### config.mk
export PLATFORM = sky130hd
export DESIGN_NAME = lcu_key_loader_flat
export DESIGN_NICKNAME = d
export VERILOG_FILES = /design/src/rtl/lcu_key_loader_pkg.sv /design/src/rtl/lcu_key_loader_if.sv /design/src/rtl/lcu_beat_timer.sv /design/src/rtl/lcu_key_loader.sv /design/src/flat_wrapper.sv
export SDC_FILE = /design/constraint.sdc
export NUM_CORES = 1
export LEC_CHECK = 0
export ABC_AREA = 1
export CORE_UTILIZATION = 56
export CTS_CLUSTER_DIAMETER = 60
export DETAILED_ROUTE_END_ITERATION = 16
export HOLD_SLACK_MARGIN = 0.02
export PLACE_DENSITY = 0.89
export SLEW_MARGIN = 20
export SYNTH_ARGS = -nofsm -noshare
export SYNTH_HDL_FRONTEND = slang
export SYNTH_HIERARCHICAL = 1
export SYNTH_SLANG_ARGS = --single-unit
### constraint.sdc
create_clock -name clk -period 2.72 [get_ports clk]
set_input_delay 0.544 -clock clk [delete_from_list [all_inputs] [get_ports clk]]
set_output_delay 0.544 -clock clk [all_outputs]
set_load 0.1 [all_outputs]
### src/rtl/lcu_key_loader_pkg.sv
// Shared types and defaults for the LCU key loader; LCU_KEY_PARITY_EN adds a trailing even-parity beat.
// Latency: none (declarations only).
// Backpressure: none (declarations only).
package lcu_key_loader_pkg;

    localparam int unsigned KEY_W_DEF    = 8;
    localparam int unsigned TIMEOUT_DEF  = 255;
    localparam int unsigned RST_HOLD_DEF = 2;

    typedef enum logic [2:0] {
        IDLE,
        SHIFT,
        HOLD,
        RELEASE,
        ERROR
    } state_e;

    // Beats in one key stream, including the parity beat when that check is built in.
    function automatic int unsigned nbeat(input int unsigned key_w);
`ifdef LCU_KEY_PARITY_EN
        return key_w + 1;
`else
        return key_w;
`endif
    endfunction

endpackage

### src/rtl/lcu_key_loader_if.sv
// Boot/test-side key stream plus LCU-facing key and status bundle.
// Latency: none (wires only).
// Backpressure: key_ready qualifies key_valid; beats without key_ready are dropped.
interface lcu_key_loader_if #(
    parameter int unsigned KEY_W = 8
);
    logic             load_start;
    logic             key_valid;
    logic             key_bit;
    logic             key_last;
    logic             key_ready;
    logic [KEY_W-1:0] key_out;
    logic             lcu_rst;
    logic             key_loaded;
    logic             load_err;
    logic             busy;

    modport master (
        output load_start, key_valid, key_bit, key_last,
        input  key_ready, key_out, lcu_rst, key_loaded, load_err, busy
    );

    modport slave (
        input  load_start, key_valid, key_bit, key_last,
        output key_ready, key_out, lcu_rst, key_loaded, load_err, busy
    );

endinterface

### src/rtl/lcu_beat_timer.sv
// Saturating cycle counter; expired_o flags the enabled cycle that brings the count to LIMIT.
// Latency: expired_o is combinational from the count register and en_i.
// Backpressure: none; clr_i has priority over en_i.
module lcu_beat_timer #(
    parameter int unsigned LIMIT = 1
) (
    input  logic clk,
    input  logic rst_n,
    input  logic clr_i,
    input  logic en_i,
    output logic expired_o
);
    localparam int unsigned      CNT_W = $clog2(LIMIT + 1);
    localparam logic [CNT_W-1:0] LAST  = CNT_W'(LIMIT - 1);

    logic [CNT_W-1:0] cnt_q;

    always_ff @(posedge clk or negedge rst_n) begin
        if (!rst_n) begin
            cnt_q <= '0;
        end else if (clr_i) begin
            cnt_q <= '0;
        end else if (en_i && (cnt_q != LAST)) begin
            cnt_q <= cnt_q + CNT_W'(1);
        end
    end

    assign expired_o = en_i && (cnt_q == LAST);

endmodule

### src/rtl/lcu_key_loader.sv
// Serial key loader: holds the LCU in reset until a complete, checked key is on key_out (parity beat with LCU_KEY_PARITY_EN).
// Latency: final beat accepted at edge N -> lcu_rst low and key_loaded high from edge N+RST_HOLD.
// Backpressure: key_ready is high only while shifting; beats offered in any other state are dropped.
module lcu_key_loader
    import lcu_key_loader_pkg::*;
#(
    parameter int unsigned KEY_W    = KEY_W_DEF,
    parameter int unsigned TIMEOUT  = TIMEOUT_DEF,
    parameter int unsigned RST_HOLD = RST_HOLD_DEF
) (
    input  logic            clk,
    input  logic            rst_n,
    lcu_key_loader_if.slave bus
);
    localparam int unsigned      NBEAT    = nbeat(KEY_W);
    localparam int unsigned      CNT_W    = $clog2(KEY_W + 2);
    localparam logic [CNT_W-1:0] LAST_IDX = CNT_W'(NBEAT - 1);

    state_e           state_q;
    logic [KEY_W-1:0] sh_q;
    logic [KEY_W-1:0] sh_d;
    logic [KEY_W-1:0] key_out_q;
    logic [KEY_W-1:0] final_key;
    logic [CNT_W-1:0] bit_cnt_q;
    logic             key_ready_q;
    logic             lcu_rst_q;
    logic             key_loaded_q;
    logic             load_err_q;
    logic             busy_q;

    logic in_shift;
    logic in_hold;
    logic beat;
    logic last_idx;
    logic parity_ok;
    logic idle_exp;
    logic hold_done;
    logic shift_fail;
    logic shift_done;

    assign in_shift = (state_q == SHIFT);
    assign in_hold  = (state_q == HOLD);
    assign beat     = bus.key_valid && key_ready_q;
    assign last_idx = (bit_cnt_q == LAST_IDX);
    assign sh_d     = {bus.key_bit, sh_q[KEY_W-1:1]};

`ifdef LCU_KEY_PARITY_EN
    // The key is fully shifted in before the parity beat, which never enters the register.
    assign final_key = sh_q;
    assign parity_ok = (bus.key_bit == ^sh_q);
`else
    assign final_key = sh_d;
    assign parity_ok = 1'b1;
`endif

    lcu_beat_timer #(
        .LIMIT (TIMEOUT)
    ) u_idle_timer (
        .clk       (clk),
        .rst_n     (rst_n),
        .clr_i     (!in_shift || beat),
        .en_i      (in_shift && !beat),
        .expired_o (idle_exp)
    );

    lcu_beat_timer #(
        .LIMIT (RST_HOLD)
    ) u_hold_timer (
        .clk       (clk),
        .rst_n     (rst_n),
        .clr_i     (!in_hold),
        .en_i      (in_hold),
        .expired_o (hold_done)
    );

    // key_last must coincide exactly with the final beat index, and the final beat must pass parity.
    assign shift_fail = beat ? ((bus.key_last != last_idx) || (last_idx && !parity_ok))
                             : idle_exp;
    assign shift_done = beat && last_idx && bus.key_last && parity_ok;

    always_ff @(posedge clk or negedge rst_n) begin
        if (!rst_n) begin
            state_q      <= IDLE;
            sh_q         <= '0;
            bit_cnt_q    <= '0;
            key_out_q    <= '0;
            key_ready_q  <= 1'b0;
            lcu_rst_q    <= 1'b1;
            key_loaded_q <= 1'b0;
            load_err_q   <= 1'b0;
            busy_q       <= 1'b0;
        end else begin
            case (state_q)
                IDLE, RELEASE, ERROR: begin
                    if (bus.load_start) begin
                        state_q      <= SHIFT;
                        sh_q         <= '0;
                        bit_cnt_q    <= '0;
                        key_ready_q  <= 1'b1;
                        busy_q       <= 1'b1;
                        lcu_rst_q    <= 1'b1;
                        key_loaded_q <= 1'b0;
                        load_err_q   <= 1'b0;
                    end
                end
                SHIFT: begin
                    if (shift_fail) begin
                        state_q     <= ERROR;
                        key_out_q   <= '0;
                        key_ready_q <= 1'b0;
                        busy_q      <= 1'b0;
                        load_err_q  <= 1'b1;
                    end else if (shift_done) begin
                        state_q     <= HOLD;
                        key_out_q   <= final_key;
                        key_ready_q <= 1'b0;
                    end else if (beat && !last_idx) begin
                        sh_q      <= sh_d;
                        bit_cnt_q <= bit_cnt_q + CNT_W'(1);
                    end
                end
                HOLD: begin
                    if (hold_done) begin
                        state_q      <= RELEASE;
                        lcu_rst_q    <= 1'b0;
                        key_loaded_q <= 1'b1;
                        busy_q       <= 1'b0;
                    end
                end
                default: begin
                    state_q      <= IDLE;
                    key_ready_q  <= 1'b0;
                    lcu_rst_q    <= 1'b1;
                    key_loaded_q <= 1'b0;
                    busy_q       <= 1'b0;
                end
            endcase
        end
    end

    assign bus.key_ready  = key_ready_q;
    assign bus.key_out    = key_out_q;
    assign bus.lcu_rst    = lcu_rst_q;
    assign bus.key_loaded = key_loaded_q;
    assign bus.load_err   = load_err_q;
    assign bus.busy       = busy_q;

endmodule
### src/flat_wrapper.sv
// flat-port wrapper written by rule: the top's interface ports become plain ports
module lcu_key_loader_flat import lcu_key_loader_pkg::*;
#(
    parameter int unsigned KEY_W    = KEY_W_DEF,
    parameter int unsigned TIMEOUT  = TIMEOUT_DEF,
    parameter int unsigned RST_HOLD = RST_HOLD_DEF
)
  (clk, rst_n, bus_load_start, bus_key_valid, bus_key_bit, bus_key_last, bus_key_ready, bus_key_out, bus_lcu_rst, bus_key_loaded, bus_load_err, bus_busy);
  lcu_key_loader_if #(.KEY_W(KEY_W)) bus_i ();
  input  logic clk;
  input  logic rst_n;
  input wire logic [$bits(bus_i.load_start)-1:0] bus_load_start;
  input wire logic [$bits(bus_i.key_valid)-1:0] bus_key_valid;
  input wire logic [$bits(bus_i.key_bit)-1:0] bus_key_bit;
  input wire logic [$bits(bus_i.key_last)-1:0] bus_key_last;
  output wire logic [$bits(bus_i.key_ready)-1:0] bus_key_ready;
  output wire logic [$bits(bus_i.key_out)-1:0] bus_key_out;
  output wire logic [$bits(bus_i.lcu_rst)-1:0] bus_lcu_rst;
  output wire logic [$bits(bus_i.key_loaded)-1:0] bus_key_loaded;
  output wire logic [$bits(bus_i.load_err)-1:0] bus_load_err;
  output wire logic [$bits(bus_i.busy)-1:0] bus_busy;
  assign bus_i.load_start = bus_load_start;
  assign bus_i.key_valid = bus_key_valid;
  assign bus_i.key_bit = bus_key_bit;
  assign bus_i.key_last = bus_key_last;
  assign bus_key_ready = bus_i.key_ready;
  assign bus_key_out = bus_i.key_out;
  assign bus_lcu_rst = bus_i.lcu_rst;
  assign bus_key_loaded = bus_i.key_loaded;
  assign bus_load_err = bus_i.load_err;
  assign bus_busy = bus_i.busy;
  lcu_key_loader #(.KEY_W(KEY_W), .TIMEOUT(TIMEOUT), .RST_HOLD(RST_HOLD)) u_core (.clk(clk), .rst_n(rst_n), .bus(bus_i));
endmodule
==> flow_metrics.env <==
export IMPL_path_max_fanout=12
export IMPL_initial_core_util=0.590
export IMPL_track_usage=0.218
export IMPL_viasPerCell=5.04
export IMPL_drtAntennaViolNets=0
export IMPL_antenna_found_initial=0
export IMPL_cts_resized=0
export IMPL_rsz0062_at_grt="false"
export IMPL_cts_root_buf="clkbuf_4"
export IMPL_rr_startpoint="u_core/state_q[2]$_DFFE_PN0P_"
export IMPL_start_kind="flip-flop"
export IMPL_status="complete, no violations"
export IMPL_worstPathArrival_ns=2.31
export IMPL_synth_area_top_cells="dfrtp_1, nand2_1, nand3_1"
export IMPL_synthSimpleGateAreaFrac=0.379
export IMPL_core_area_sq_mm=0.00339
export IMPL_clock_path_buffers=2
export IMPL_power_density_mw_per_mm2=881
export IMPL_die_h_um=61.7
export IMPL_clock_sinks=37
export IMPL_cts_tree="built"
export IMPL_regArea_sq_um=927
export IMPL_cts_buffers=5
export IMPL_place_ws_ns=0.501
export IMPL_synth_top_family_by_area="simple AND/OR/NAND/NOR gates"
export IMPL_diodes=0
export IMPL_finalNonFillerCells=341
export IMPL_cp_end_kind="flip-flop"
export IMPL_htreeDepth=2
export IMPL_grt_pass1_vias=1484
export IMPL_synth_flop_cell="dfrtp_1"
export IMPL_post_cts_buffers=0
export IMPL_yosysTopAreaCellShare=0.451
export IMPL_slew_headroom=0.684
export IMPL_rr_worst_depth=11
export IMPL_period_needed_ns=2.08
export IMPL_synthesis_area_sq_mm=0.00200
export IMPL_worstPathRequired_ns=2.95
export IMPL_layout_setup_ws_ns=0.639
export IMPL_place_congestion=0.801
export IMPL_place_inst=333
export IMPL_yosysMostFrequentCell="nand2_1"
export IMPL_async_flop_share=1.00
export IMPL_crit_reg2reg_capture="u_core/bit_cnt_q[0]$_DFFE_PN0P_"
export IMPL_yosysTopAreaCell="dfrtp_1"
export IMPL_ioPinCount=19
export IMPL_max_slew_worst_pin_slew_ns=0.473
export IMPL_hp_start="u_core/bus.key_out[4]$_DFFE_PN0P_"
export IMPL_drc_errors=0
export IMPL_grt_max_degree=38
export IMPL_dr_pass1_iters=4
export IMPL_syn_inst=269
export IMPL_fill_cells=291
export IMPL_power_leakage_nw=1.25
export IMPL_drv_cap=0
export IMPL_synth_seq_cells=37
export IMPL_fmax_ghz=0.481
export IMPL_setup_viol_count_final=0
export IMPL_hold_path_class="reg -> reg"
export IMPL_synth_compound_area_frac=0.0344
export IMPL_synth_enable_flop_cells=0
export IMPL_synthDistinctLibCells=30
export IMPL_setup_tns_final_ns=0
export IMPL_skew_ns=0.0119
export IMPL_grt_ovfl_total=0
export IMPL_min_to="u_core/bus.key_out[4]$_DFFE_PN0P_"
export IMPL_hold_viol=0
export IMPL_ir_worst_vdd_mv=0.423
export IMPL_wl_per_cell_um=10.8
export IMPL_crit_type="reg -> reg"
export IMPL_dpl_hpwl_um=2670
export IMPL_synthMuxAreaShare=0
export IMPL_ys_warn_count=6
export IMPL_synth_seq_area_share=0.464
export IMPL_path_clk_slew_ns=0.11
export IMPL_vias=1719
export IMPL_synth_area_per_cell_sq_um=7.43
export IMPL_wl_um=3690
export IMPL_io_buffers=18
export IMPL_ctsHoldBuffers=0
export IMPL_multi_input_area_sq_um=903
export IMPL_synth_xor_xnor_area_share=0.0131
export IMPL_die_area_sq_mm=0.00381
export IMPL_grt_pass1_wl_um=6110
export IMPL_synth_fa_ha_area_frac=0.0250
export IMPL_rrSetupSlack_ns=0.64
export IMPL_period_share=0.765
export IMPL_syn_to_final_growth_pct=14.6
export IMPL_row_count=21
export IMPL_worstSkewPairLatency_ns=0.34
export IMPL_die_w_um=61.7
export IMPL_slew_viol_final=0
export IMPL_drt_iter0_drc=89
export IMPL_synthTopCellsByCount="nand2_1, dfrtp_1, nand3_1"
export IMPL_synth_fp_nets=279
export IMPL_layout_drive_gt1_share=0.156
export IMPL_holdPathStages=2
export IMPL_final_nets=304
-- worst max-delay path, stage by stage, from the launching register on --
cell and delay [ns]:
dfrtp_1 0.47, nor3_4 0.19, buf_4 0.19, inv_2 0.12
nor2_1 0.15, inv_1 0.07, nor2_1 0.10, nand2_1 0.12
nand4_2 0.12, nand2_1 0.24, nand2_1 0.13, nand2_1 0.06
-- routing by layer --
metal  share of wire  track usage  vias up
met5               0            0        -
met4           0.015       0.0825        0
met3           0.034       0.0435        7
met2            0.48        0.343       32
met1            0.48        0.300      792
li1                -            -      888
-- flip-flops by register name (all words and copies together), names as in the netlist --
| name | cells |
|---|---|
| u_core/bus.load_err | 1 |
| u_core/sh_q | 7 |
| u_core/bus.key_loaded | 1 |
| u_core/u_hold_timer/cnt_q | 2 |
| u_core/u_idle_timer/cnt_q | 8 |
| u_core/bus.busy | 1 |
| u_core/bit_cnt_q | 4 |
| u_core/state_q | 3 |
| u_core/bus.lcu_rst | 1 |
| u_core/bus.key_ready | 1 |
| u_core/bus.key_out | 8 |
-- how the worst max path moves through the flow --
stage | slack, ns | start | end | cells past startpoint
6_report | 0.64 | u_core/state_q[2]$_DFFE_PN0P_ | u_core/bit_cnt_q[0]$_DFFE_PN0P_ | 11
5_1_grt | 0.42 | u_core/state_q[2]$_DFFE_PN0P_ | u_core/sh_q[4]$_DFFE_PN0P_ | 11
4_1_cts | 0.65 | u_core/state_q[2]$_DFFE_PN0P_ | u_core/sh_q[2]$_DFFE_PN0P_ | 11
3_5_place_dp | 0.50 | bus_key_valid | u_core/sh_q[5]$_DFFE_PN0P_ | 11
3_3_place_gp | 0.56 | bus_key_valid | u_core/sh_q[4]$_DFFE_PN0P_ | 11
2_1_floorplan | 0.66 | u_core/bus.key_ready$_DFFE_PN0P_ | u_core/sh_q[1]$_DFFE_PN0P_ | 11
-- cell type report --
class	count	share of cell area
Multi-Input combinational cell	193	0.395
Inverter	35	0.0607
Clock buffer	7	0.0240
Tap cell	46	0.0251
Sequential cell	37	0.405
Timing Repair Buffer	22	0.0776
Clock inverter	1	0.0131
-- through the flow --
step / util / hold slack (ns) / area (sq um) / total power, mW
after global placement: 0.650 / 0.458 / 2200 / 1.61
final: 0.676 / 0.483 / 2290 / 2.02
after detailed placement: 0.650 / 0.460 / 2200 / 1.64
after CTS: 0.676 / 0.486 / 2290 / 2.04
after global routing: 0.676 / 0.525 / 2290 / 2.16
after floorplan: - / 0.248 / 2000 / 1.45
-- power breakdown --
part	internal, mW	switching (mW)
clock	0.220	0.174
sequential	0.640	0.0714
combinational	0.245	0.667
-- cells by family (layout without fill, tap and decap cells) --
logic type,count (synthesis),in the layout
xor gates and xnor gates,3,3
AOI/OAI and AO/OA,11,11
DFF,37,37
and+or+nand+nor,175,175
adders and majority gates,4,4
buffers and inverters,39,65
-- cells in the final DEF, fill, tap and decap left out --
cell type	netlist	layout
bufinv_16	0	1
nand2_2	3	3
nand3_1	29	29
o21ai_1	1	1
clkinv_1	2	2
o21ai_2	2	2
o21a_1	1	1
dfstp_2	1	1
inv_4	1	1
inv_2	5	5
clkbuf_4	0	5
nor3b_1	1	1
clkbuf_8	0	1
nor2_2	4	4
ha_1	4	4
nor3_1	1	1
clkinv_4	1	1
nand4_2	1	1
a21oi_1	3	3
a21oi_2	1	1
xor2_1	3	3
nand2_4	1	1
nor3_4	1	1
dfrtp_1	36	36
nor2_1	25	25
clkbuf_1	0	1
nand3_2	1	1
nand2_1	105	105
inv_1	26	26
clkdlybuf4s50_1	0	5
nand4_1	3	3
o21ai_0	3	3
buf_4	1	17
(Power assumes the default switching activity.)
